--- config.mk ---
export PLATFORM = sky130hd
export DESIGN_NAME = uart_tx_arbiter_flat
export DESIGN_NICKNAME = d
export VERILOG_FILES = /design/src/rtl/uart_tx_arbiter_if.sv /design/src/rtl/uart_tx_arbiter.sv /design/src/flat_wrapper.sv
export SDC_FILE = /design/constraint.sdc
export NUM_CORES = 1
export LEC_CHECK = 0
export ABC_AREA = 0
export BUFFER_PORTS_ARGS = -buffer_cell sky130_fd_sc_hd__buf_2
export CORE_AREA = 5 5 84 86
export CTS_BUF_LIST = sky130_fd_sc_hd__clkbuf_16
export DETAILED_ROUTE_END_ITERATION = 8
export DIE_AREA = 0 0 89 91
export PLACE_DENSITY = 0.69
export SYNTH_ARGS = -nofsm -noshare
export SYNTH_HDL_FRONTEND = slang
export SYNTH_SLANG_ARGS = --single-unit
--- constraint.sdc ---
create_clock -name clk -period 2 [get_ports clk]
set_input_delay 0 -clock clk [delete_from_list [all_inputs] [get_ports clk]]
set_output_delay 0 -clock clk [all_outputs]
set_load 0.03 [all_outputs]
--- src/rtl/uart_tx_arbiter_if.sv ---
// Purpose: byte-stream bundle between NUM_REQ requesters, the arbiter and one UART TX serialiser.
// Latency: wiring only; timing is owned by uart_tx_arbiter.
// Backpressure: req_ready per requester; tx_busy and active-low cts_n throttle launches.
// Ports: req_valid/req_data/req_last/req_ready (requester side),
//        tx_data/tx_start/tx_busy/cts_n (serialiser side), grant_id/grant_active/burst_trunc (status).
interface uart_tx_arbiter_if #(
  parameter int NUM_REQ = 4
);
  localparam int GW = $clog2(NUM_REQ);

  logic [NUM_REQ-1:0]   req_valid;
  logic [8*NUM_REQ-1:0] req_data;
  logic [NUM_REQ-1:0]   req_last;
  logic [NUM_REQ-1:0]   req_ready;
  logic [7:0]           tx_data;
  logic                 tx_start;
  logic                 tx_busy;
  logic                 cts_n;
  logic [GW-1:0]        grant_id;
  logic                 grant_active;
  logic                 burst_trunc;

  // Arbiter side.
  modport slave (
    input  req_valid, req_data, req_last, tx_busy, cts_n,
    output req_ready, tx_data, tx_start, grant_id, grant_active, burst_trunc
  );

  // Requester / serialiser / observer side.
  modport master (
    output req_valid, req_data, req_last, tx_busy, cts_n,
    input  req_ready, tx_data, tx_start, grant_id, grant_active, burst_trunc
  );
endinterface

--- src/rtl/uart_tx_arbiter.sv ---
// Purpose: round-robin share of one UART transmitter among NUM_REQ byte streams, grant held per packet.
// Latency: grant 1 cycle after request in IDLE; tx_start/tx_data 1 cycle after the transfer edge.
// Backpressure: req_ready only for the grantee in LAUNCH with cts_n low; no launch while tx_busy or cts_n high.
// Ports: clk, reset (async, active-high), bus (uart_tx_arbiter_if.slave): requester handshake,
//        serialiser launch/busy, host cts_n, and grant status outputs.
module uart_tx_arbiter #(
  parameter int NUM_REQ     = 4,
  parameter int MAX_BURST   = 16,
  parameter int GAP_TIMEOUT = 255
) (
  input  logic              clk,
  input  logic              reset,
  uart_tx_arbiter_if.slave  bus
);
  localparam int         GW    = $clog2(NUM_REQ);
  localparam logic [7:0] MB8   = 8'(MAX_BURST);
  localparam logic [15:0] GAP16 = 16'(GAP_TIMEOUT);

  typedef enum logic [1:0] {IDLE, LAUNCH, WAIT_ACK, WAIT_DONE} state_t;

  state_t        state_q, state_d;
  logic [GW-1:0] rr_ptr;
  logic [GW-1:0] winner;
  logic [7:0]    burst_cnt;
  logic [15:0]   gap_cnt;
  logic          last_q;
  logic          xfer_ok;
  logic          do_grant, do_xfer, do_release, do_trunc, gap_inc;

  // Round-robin pick: first valid index at or after rr_ptr, wrapping at NUM_REQ.
  always_comb begin : rr_pick
    logic          found;
    logic [GW-1:0] idx;
    found  = 1'b0;
    winner = rr_ptr;
    idx    = '0;
    for (int k = 0; k < NUM_REQ; k++) begin
      idx = GW'((int'(rr_ptr) + k) % NUM_REQ);
      if (!found && bus.req_valid[idx]) begin
        winner = idx;
        found  = 1'b1;
      end
    end
  end

  assign xfer_ok = bus.req_valid[bus.grant_id] & ~bus.cts_n;

  // Only the grantee may see ready, and only while a launch is possible.
  always_comb begin
    bus.req_ready = '0;
    if (state_q == LAUNCH) begin
      bus.req_ready[bus.grant_id] = xfer_ok;
    end
  end

  always_ff @(posedge clk or posedge reset) begin
    if (reset) begin
      state_q <= IDLE;
    end else begin
      state_q <= state_d;
    end
  end

  always_comb begin
    state_d    = state_q;
    do_grant   = 1'b0;
    do_xfer    = 1'b0;
    do_release = 1'b0;
    do_trunc   = 1'b0;
    gap_inc    = 1'b0;
    case (state_q)
      IDLE: begin
        // tx_busy gate also covers a frame still shifting out after a reset.
        if ((|bus.req_valid) && !bus.tx_busy && !bus.cts_n) begin
          do_grant = 1'b1;
          state_d  = LAUNCH;
        end
      end
      LAUNCH: begin
        if (xfer_ok) begin
          do_xfer = 1'b1;
          state_d = WAIT_ACK;
        end else if (!bus.req_valid[bus.grant_id] && !bus.cts_n) begin
          // Host throttling (cts_n high) does not count against the requester.
          gap_inc = 1'b1;
          if (gap_cnt >= GAP16 - 16'd1) begin
            do_release = 1'b1;
            do_trunc   = 1'b1;
            state_d    = IDLE;
          end
        end
      end
      WAIT_ACK: begin
        if (bus.tx_busy) begin
          state_d = WAIT_DONE;
        end
      end
      WAIT_DONE: begin
        if (!bus.tx_busy) begin
          if (last_q) begin
            do_release = 1'b1;
            state_d    = IDLE;
          end else if (burst_cnt == MB8) begin
            do_release = 1'b1;
            do_trunc   = 1'b1;
            state_d    = IDLE;
          end else begin
            state_d = LAUNCH;
          end
        end
      end
      default: state_d = IDLE;
    endcase
  end

  always_ff @(posedge clk or posedge reset) begin
    if (reset) begin
      bus.grant_id     <= '0;
      bus.grant_active <= 1'b0;
      bus.tx_data      <= 8'h00;
      bus.tx_start     <= 1'b0;
      bus.burst_trunc  <= 1'b0;
      rr_ptr           <= '0;
      burst_cnt        <= 8'd0;
      gap_cnt          <= 16'd0;
      last_q           <= 1'b0;
    end else begin
      bus.tx_start    <= do_xfer;
      bus.burst_trunc <= do_trunc;
      if (do_grant) begin
        bus.grant_id     <= winner;
        bus.grant_active <= 1'b1;
        burst_cnt        <= 8'd0;
        gap_cnt          <= 16'd0;
      end
      if (do_xfer) begin
        bus.tx_data <= bus.req_data[{bus.grant_id, 3'b000} +: 8];
        last_q      <= bus.req_last[bus.grant_id];
        gap_cnt     <= 16'd0;
        if (burst_cnt != 8'hFF) begin
          burst_cnt <= burst_cnt + 8'd1;
        end
      end else if (gap_inc && gap_cnt != GAP16) begin
        gap_cnt <= gap_cnt + 16'd1;
      end
      if (do_release) begin
        bus.grant_active <= 1'b0;
        rr_ptr <= (bus.grant_id == GW'(NUM_REQ - 1)) ? '0 : bus.grant_id + GW'(1);
      end
    end
  end
endmodule

--- src/flat_wrapper.sv ---
// flat-port wrapper written by rule: the top's interface ports become plain ports
module uart_tx_arbiter_flat 
#(
  parameter int NUM_REQ     = 4,
  parameter int MAX_BURST   = 16,
  parameter int GAP_TIMEOUT = 255
)
  (clk, reset, bus_req_valid, bus_req_data, bus_req_last, bus_tx_busy, bus_cts_n, bus_req_ready, bus_tx_data, bus_tx_start, bus_grant_id, bus_grant_active, bus_burst_trunc);
  uart_tx_arbiter_if #(.NUM_REQ(NUM_REQ)) bus_i ();
  input  logic clk;
  input  logic reset;
  input wire logic [$bits(bus_i.req_valid)-1:0] bus_req_valid;
  input wire logic [$bits(bus_i.req_data)-1:0] bus_req_data;
  input wire logic [$bits(bus_i.req_last)-1:0] bus_req_last;
  input wire logic [$bits(bus_i.tx_busy)-1:0] bus_tx_busy;
  input wire logic [$bits(bus_i.cts_n)-1:0] bus_cts_n;
  output wire logic [$bits(bus_i.req_ready)-1:0] bus_req_ready;
  output wire logic [$bits(bus_i.tx_data)-1:0] bus_tx_data;
  output wire logic [$bits(bus_i.tx_start)-1:0] bus_tx_start;
  output wire logic [$bits(bus_i.grant_id)-1:0] bus_grant_id;
  output wire logic [$bits(bus_i.grant_active)-1:0] bus_grant_active;
  output wire logic [$bits(bus_i.burst_trunc)-1:0] bus_burst_trunc;
  assign bus_i.req_valid = bus_req_valid;
  assign bus_i.req_data = bus_req_data;
  assign bus_i.req_last = bus_req_last;
  assign bus_i.tx_busy = bus_tx_busy;
  assign bus_i.cts_n = bus_cts_n;
  assign bus_req_ready = bus_i.req_ready;
  assign bus_tx_data = bus_i.tx_data;
  assign bus_tx_start = bus_i.tx_start;
  assign bus_grant_id = bus_i.grant_id;
  assign bus_grant_active = bus_i.grant_active;
  assign bus_burst_trunc = bus_i.burst_trunc;
  uart_tx_arbiter #(.NUM_REQ(NUM_REQ), .MAX_BURST(MAX_BURST), .GAP_TIMEOUT(GAP_TIMEOUT)) u_core (.clk(clk), .reset(reset), .bus(bus_i));
endmodule
==> results of run 1 <==
[flip-flops by register name, indices dropped and copies added, names as in the netlist, named ones only]
name	cells
u_core.bus.grant_id	2
u_core.bus.burst_trunc	1
u_core.last_q	1
u_core.rr_ptr	2
u_core.state_q	1
u_core.burst_cnt	8
u_core.bus.tx_data	8
u_core.gap_cnt	16
u_core.bus.tx_start	1
u_core.bus.grant_active	1
[cell type report]
| type | instances | area (um^2) | share of cell area [%] |
|---|---|---|---|
| clock buffers | 5 | 125 | 3.77 |
| clock inverters | 3 | 17.5 | 0.528 |
| well taps | 77 | 96.3 | 2.90 |
| repair buffers | 81 | 475 | 14.3 |
| flip-flops and latches | 42 | 1050 | 31.7 |
| multi-input cells | 197 | 1490 | 44.9 |
| inverters | 16 | 60.1 | 1.81 |
[final timing paths]
kind	depth (start not counted)	to	slack, ps
worst max register to register	5	u_core.gap_cnt[0]	160
max in group asynchronous	4	u_core.bus.grant_id[0]	1190
min in group asynchronous	3	u_core.bus.tx_start	270
worst max-delay path	5	u_core.gap_cnt[0]	160
worst min register to register	2	u_core.bus.tx_data[1]	470
worst min-delay path	3	u_core.state_q[0]	110
[per-layer routing]
| metal | track usage, % | wire length [um] | share of wire, % |
|---|---|---|---|
| met1 | 23.9 | 2900 | 44 |
| met2 | 28.4 | 3380 | 51 |
| met3 | 2.62 | 212 | 3.2 |
| met4 | 6.58 | 167 | 2.5 |
| met5 | 0 | 0 | 0 |
[logic make-up (layout without fill, tap and decap cells)]
kind of cell / count (synthesis) / count (layout) / synth area share, %
AND/OR/NAND/NOR: 118 / 118 / 24.1
XOR/XNOR: 1 / 1 / 0.327
buffers and inverters: 29 / 105 / 5.14
multiplexers: 22 / 22 / 13.0
flip-flops: 42 / 42 / 39.3
adder cells (fa/ha/maj): 8 / 8 / 3.74
AO/OA/AOI/OAI: 48 / 48 / 14.4
[repair_timing]
item	CTS	global route
hold buffers	2	0
endpoints found under the hold margin	11	0
endpoints found under the setup margin	0	7
gates resized for setup	0	2
[critical path: stages, from the launching register on]
cell and delay, ps:
dfrtp_1 420, nor4_1 340, buf_4 190, nand4_2 160, a211oi_4 440, mux2_2 230
[power groups by stage]
stage	Combinational, mW	Clock [mW]	Sequential (mW)
2_1_floorplan	0.871	0	1.43
3_3_place_gp	1.51	0	1.24
3_5_place_dp	1.53	0	1.24
4_1_cts	1.54	0.816	1.23
5_1_grt	1.70	0.850	1.26
6_report	1.53	0.794	1.24
[stage by stage]
step / hold slack [ps] / utilization [%] / setup TNS, ps / cell area [um^2] / total power, mW
after floorplan: 139 / - / -6.07 / 2680 / 2.30
after global placement: 44.5 / 50.8 / 0 / 3150 / 2.74
after detailed placement: 47.6 / 50.8 / 0 / 3150 / 2.78
after CTS: 99.1 / 53.4 / 0 / 3310 / 3.59
after global routing: 132 / 53.5 / 0 / 3320 / 3.81
final: 111 / 53.5 / 0 / 3320 / 3.56
[synth_stat cells (3+ instances only)]
| cell type | number | area [um^2] |
|---|---|---|
| and3_1 | 7 | 43.8 |
| dfrtp_1 | 42 | 1050 |
| nand3_1 | 20 | 100 |
| nand4_1 | 8 | 50.1 |
| nor4_1 | 5 | 31.3 |
| clkbuf_1 | 5 | 18.8 |
| nand2_1 | 39 | 146 |
| buf_6 | 3 | 33.8 |
| mux2i_1 | 9 | 90.1 |
| nor2_1 | 8 | 30.0 |
| inv_1 | 15 | 56.3 |
| ha_1 | 8 | 100 |
| and4_1 | 3 | 26.3 |
| mux4_2 | 10 | 225 |
| a21oi_1 | 7 | 35.0 |
| nor2b_1 | 4 | 25.0 |
| o21ai_0 | 10 | 50.1 |
| a221o_1 | 6 | 60.1 |
| nor3_1 | 8 | 40.0 |
==> key figures, run 1 <==
Power
  • Internal: 2.15 mW
  • Switching share of power: 39.7%
  • Clock share of power: 22.3%
  • Peak VDD IR: 742 uV
  • Leak pwr: 1.60 nW
  • Combinational Power Share: 42.9%
  • Pwr Density: 1070 nW/um^2
  • Sw Pwr: 1.41 mW
  • Seq pwr share: 34.7%

STA
  • Least-Margin Pin Slew: 799 ps
  • F_max: 0.543 GHz
  • PnR worst setup slack: 158 ps
  • Final hold viol count: 0
  • Tmin final: 1840 ps
  • Tcrit/Tclk final: 92.1%
  • Final setup fails: 0
  • Worst Skew: 7.37 ps
  • Relative slew margins: 46.2%
  • RSZ-0062 raised after global routing: false
  • Fin. max-slew vios: 0

Routing
  • Initial drt markers: 159
  • Avg WL per Cell: 15.8 um
  • TritonRoute pass-1 iters: 4
  • Drt via density: 5.64
  • DRC Markers: 0
  • Antenna viol nets, final: 0
  • Total routed wirelength: 6.66 mm
  • Via Count: 2374

Finish
  • Number of diodes: 0
  • Most common cell after layout, fill and taps aside: buf_2
  • Nets@finish: 395
  • Commonest cells after routing, fill and taps aside: buf_2, dfrtp_1, nand2_1
  • Post-Layout Cell Count: 421
  • Share of cells above drive strength 1: 32.8%
  • Area growth syn-to-layout: 24.0%
  • Fillers: 562

Critical path
  • Req. time, crit path: 2230 ps
  • Worst Setup SP: u_core.gap_cnt[12]
  • R2R Path Start: u_core.gap_cnt[12]
  • WS Path Type: reg2reg
  • CP endpoint kind: register
  • Critical path fanouts, max: 7
  • Crit start category: register
  • CP Data Arrival Time: 2070 ps

Placement
  • DP Worst Slack: 78.8 ps
  • HPWL Detailed: 5.14 mm
  • Placed Cells: 411
  • Gp weighted congestion: 0.860
  • Port Buffers: 60

Hold path
  • Hold WC Path Type: in2reg
  • Worst Hold Launch: bus_cts_n

Clock tree
  • CTS tree: yes
  • Num CTS Buffers: 5
  • CTS Buffer Depth: 2
  • CTS sink cnt: 42
  • Clock-pin slew on the worst setup and hold paths: 60 ps
  • Post-CTS Setup Repair Bufs: 0
  • H-Tree Level Count: 2
  • Clock Root Buffer: clkbuf_16
  • Worst skew pair latency: 290 ps

Global route
  • Global-route wire length before repair: 11.5 mm
  • Grt ovf: 0
  • Largest net degree at the start of global routing: 33
  • Initial antenna violation count: 0
  • Number of global-route vias before repair: 2372
  • Global Route Usage Sum: 17.7%

Floorplanning
  • Core box area: 6200 um^2
  • Width of the die: 89 um
  • Num rows: 29
  • Initial Util: 43.1%
  • Die H: 91 um
  • I/O pins: 61
  • Die area: 8100 um^2

Logic synthesis
  • Sequential-to-total area share from yosys stat: 39.3%
  • Post-Synthesis Cells: 268
  • Syn avg cell area: 9.99 um^2
  • Synth Register Bits: 42
  • Mapped Area: 2680 um^2
  • Async set-reset flop share out of synthesis: 100%
  • Mapped Nets: 320
  • Warnings from Yosys: 0
  • EDFF count, synth: 0
  • Distinct cells, synth: 59
  • Top FF cell, synth: dfrtp_1

Status
  • Outcome: complete, no violations

Run
  • Max-cap violations: 0
Power figures use the tool's default switching activity.
==> inputs of run 2 (changes only) <==
--- a/config.mk
+++ b/config.mk
@@ -7,11 +7,12 @@
 export LEC_CHECK = 0
 export ABC_AREA = 0
 export BUFFER_PORTS_ARGS = -buffer_cell sky130_fd_sc_hd__buf_2
-export CORE_AREA = 5 5 84 86
+export CORE_AREA = 5 5 80 82
 export CTS_BUF_LIST = sky130_fd_sc_hd__clkbuf_16
 export DETAILED_ROUTE_END_ITERATION = 8
-export DIE_AREA = 0 0 89 91
-export PLACE_DENSITY = 0.69
+export DIE_AREA = 0 0 85 87
+export PLACE_DENSITY = 0.75
+export SETUP_SLACK_MARGIN = 0.3
 export SYNTH_ARGS = -nofsm -noshare
 export SYNTH_HDL_FRONTEND = slang
 export SYNTH_SLANG_ARGS = --single-unit
==> key figures, run 2 (synthesis results as in run 1) <==
Status
  • Outcome: complete, no violations

Floorplanning
  • I/O pins: 61 (unchanged)
  • Initial Util: 47.2% (+4.0 points)
  • Die area: 7400 um^2 (-8.7%)
  • Die H: 87 um (-4.4%)
  • Core box area: 5680 um^2 (-8.5%)
  • Num rows: 28 (-3.4%)
  • Width of the die: 85 um (-4.5%)

Critical path
  • CP Data Arrival Time: 2060 ps (about the same)
  • Critical path fanouts, max: 6 (-1)
  • Req. time, crit path: 2210 ps (-20 ps)
  • WS Path Type: reg2reg
  • Crit start category: register
  • CP endpoint kind: register

STA
  • Relative slew margins: 63.9% (+18 points)
  • Fin. max-slew vios: 0 (unchanged)
  • Final hold viol count: 0 (unchanged)
  • Tcrit/Tclk final: 92.4% (+0.29 points)
  • RSZ-0062 raised after global routing: true
  • Tmin final: 1850 ps (+5.73 ps)
  • Worst Skew: 3.40 ps (-3.97 ps)
  • F_max: 0.541 GHz (-0.31%)
  • Final setup fails: 0 (unchanged)
  • Setup TNS: 0 ps (unchanged)
  • Least-Margin Pin Slew: 528 ps (-271 ps)

Global route
  • Initial antenna violation count: 0 (unchanged)
  • Global Route Usage Sum: 20.1% (+2.5 points)
  • Largest net degree at the start of global routing: 43 (+30%)
  • Grt ovf: 0 (unchanged)
  • Global-route wire length before repair: 12.1 mm (+5.6%)
  • Number of global-route vias before repair: 2498 (+5.3%)

Routing
  • Antenna viol nets, final: 0 (unchanged)
  • Drt via density: 5.79 (+2.6%)
  • Total routed wirelength: 7.34 mm (+10%)
  • Initial drt markers: 203 (+28%)
  • TritonRoute pass-1 iters: 4 (unchanged)
  • Avg WL per Cell: 16.6 um (+4.7%)
  • DRC Markers: 0 (unchanged)
  • Via Count: 2563 (+8.0%)

Power
  • Pwr Density: 1060 nW/um^2 (-0.87%)
  • Peak VDD IR: 693 uV (-6.6%)
  • Leak pwr: 1.73 nW (+8.6%)

Finish
  • Top flop regs: u_core.gap_cnt x16, u_core.burst_cnt x8, u_core.bus.tx_data x8
  • Nets@finish: 419 (+6.1%)
  • Post-Layout Cell Count: 443 (+5.2%)
  • Number of diodes: 0 (unchanged)
  • Share of cells above drive strength 1: 45.1% (+12 points)
  • Max reg flops: 16 (unchanged)
  • Commonest cells after routing, fill and taps aside: buf_2, buf_4, nand2_1
  • Area growth syn-to-layout: 39.1%
  • Most flop-heavy register: u_core.gap_cnt
  • Most common cell after layout, fill and taps aside: buf_2

Clock tree
  • CTS tree: yes
  • CTS sink cnt: 42 (unchanged)
  • Worst skew pair latency: 280 ps (about the same)
  • Clock-pin slew on the worst setup and hold paths: 60 ps (about the same)
  • CTS Buffer Depth: 2 (unchanged)
  • Num CTS Buffers: 5 (unchanged)
  • Clock Root Buffer: clkbuf_16
  • H-Tree Level Count: 2 (unchanged)

Placement
  • HPWL Detailed: 4.92 mm (-4.3%)
  • Gp weighted congestion: 0.927 (+7.8%)
  • Port Buffers: 60 (unchanged)
  • Placed Cells: 408 (-0.73%)

Hold path
  • Hold WC Path Type: in2reg

Run
  • Max-cap violations: 0 (unchanged)
==> run 2: timing repair <==
action / in CTS / in global routing
setup buffers: 21 / 5
gates resized for setup: 17 / 24
endpoints found under the setup margin: 24 / 33
hold buffers: 1 / 0
pin swaps: 9 / 6
endpoints found under the hold margin: 42 / 0
cloned: 0 / 0
==> run 2: area by class of cell <==
class	instances	area (um^2)
fillers	430	1950
well taps	75	93.8
repair buffers	105	659
inverters	16	60.1
clock inverters	3	41.3
flip-flops and latches	42	1060
multi-input cells	197	1680
clock buffers	5	125
==> run 2: path summary, 6_finish.rpt <==
check | startpoint | end | slack, ps | cells after the start
max | u_core.bus.grant_id[0] | u_core.burst_cnt[3] | 150 | 6
min | bus_tx_busy | register | 10 | 3
max reg2reg | u_core.bus.grant_id[0] | u_core.burst_cnt[3] | 150 | 6
min reg2reg | u_core.bus.tx_data[1] | u_core.bus.tx_data[1] | 470 | 2
max in group asynchronous | reset | u_core.gap_cnt[5] | 1210 | 4
min in group asynchronous | reset | u_core.bus.tx_data[7] | 390 | 4
==> run 2: stage by stage <==
| stage | worst slack, ps | power, mW | utilization, % | area (um^2) | hold WS, ps |
|---|---|---|---|---|---|
| global placement | 144 | 2.74 | 56.0 | 3180 | 163 |
| detailed placement | 115 | 2.78 | 56.0 | 3180 | 173 |
| CTS | 195 | 3.88 | 62.8 | 3560 | 12.9 |
| global route | 65.6 | 4.22 | 65.6 | 3720 | 63.1 |
| finish | 152 | 3.96 | 65.6 | 3720 | 13.1 |
| floorplan | 5.91 | 2.36 | - | 2730 | 139 |
==> run 2: layer usage <==
layer / vias to the layer above / track usage [%] / part of all wire (%)
met4: 0 / 5.18 / 1.6
met1: 1254 / 25.3 / 40
met2: 90 / 35.9 / 52
met5: - / 0 / 0
met3: 13 / 3.50 / 5.5
li1: 1206 / - / -
==> run 2: report_power, final <==
group          leakage, nW  internal [mW]  switching (mW)
Combinational         1.10          0.808           0.984
Clock               0.0812          0.584           0.340
Sequential           0.547           1.05           0.188
==> run 2: critical path, cell delays in order, from the launching register on <==
cell,delay [ps]
dfrtp_2,410
mux4_2,410
buf_4,140
o311ai_2,100
buf_4,180
or3_4,380
a21oi_2,160
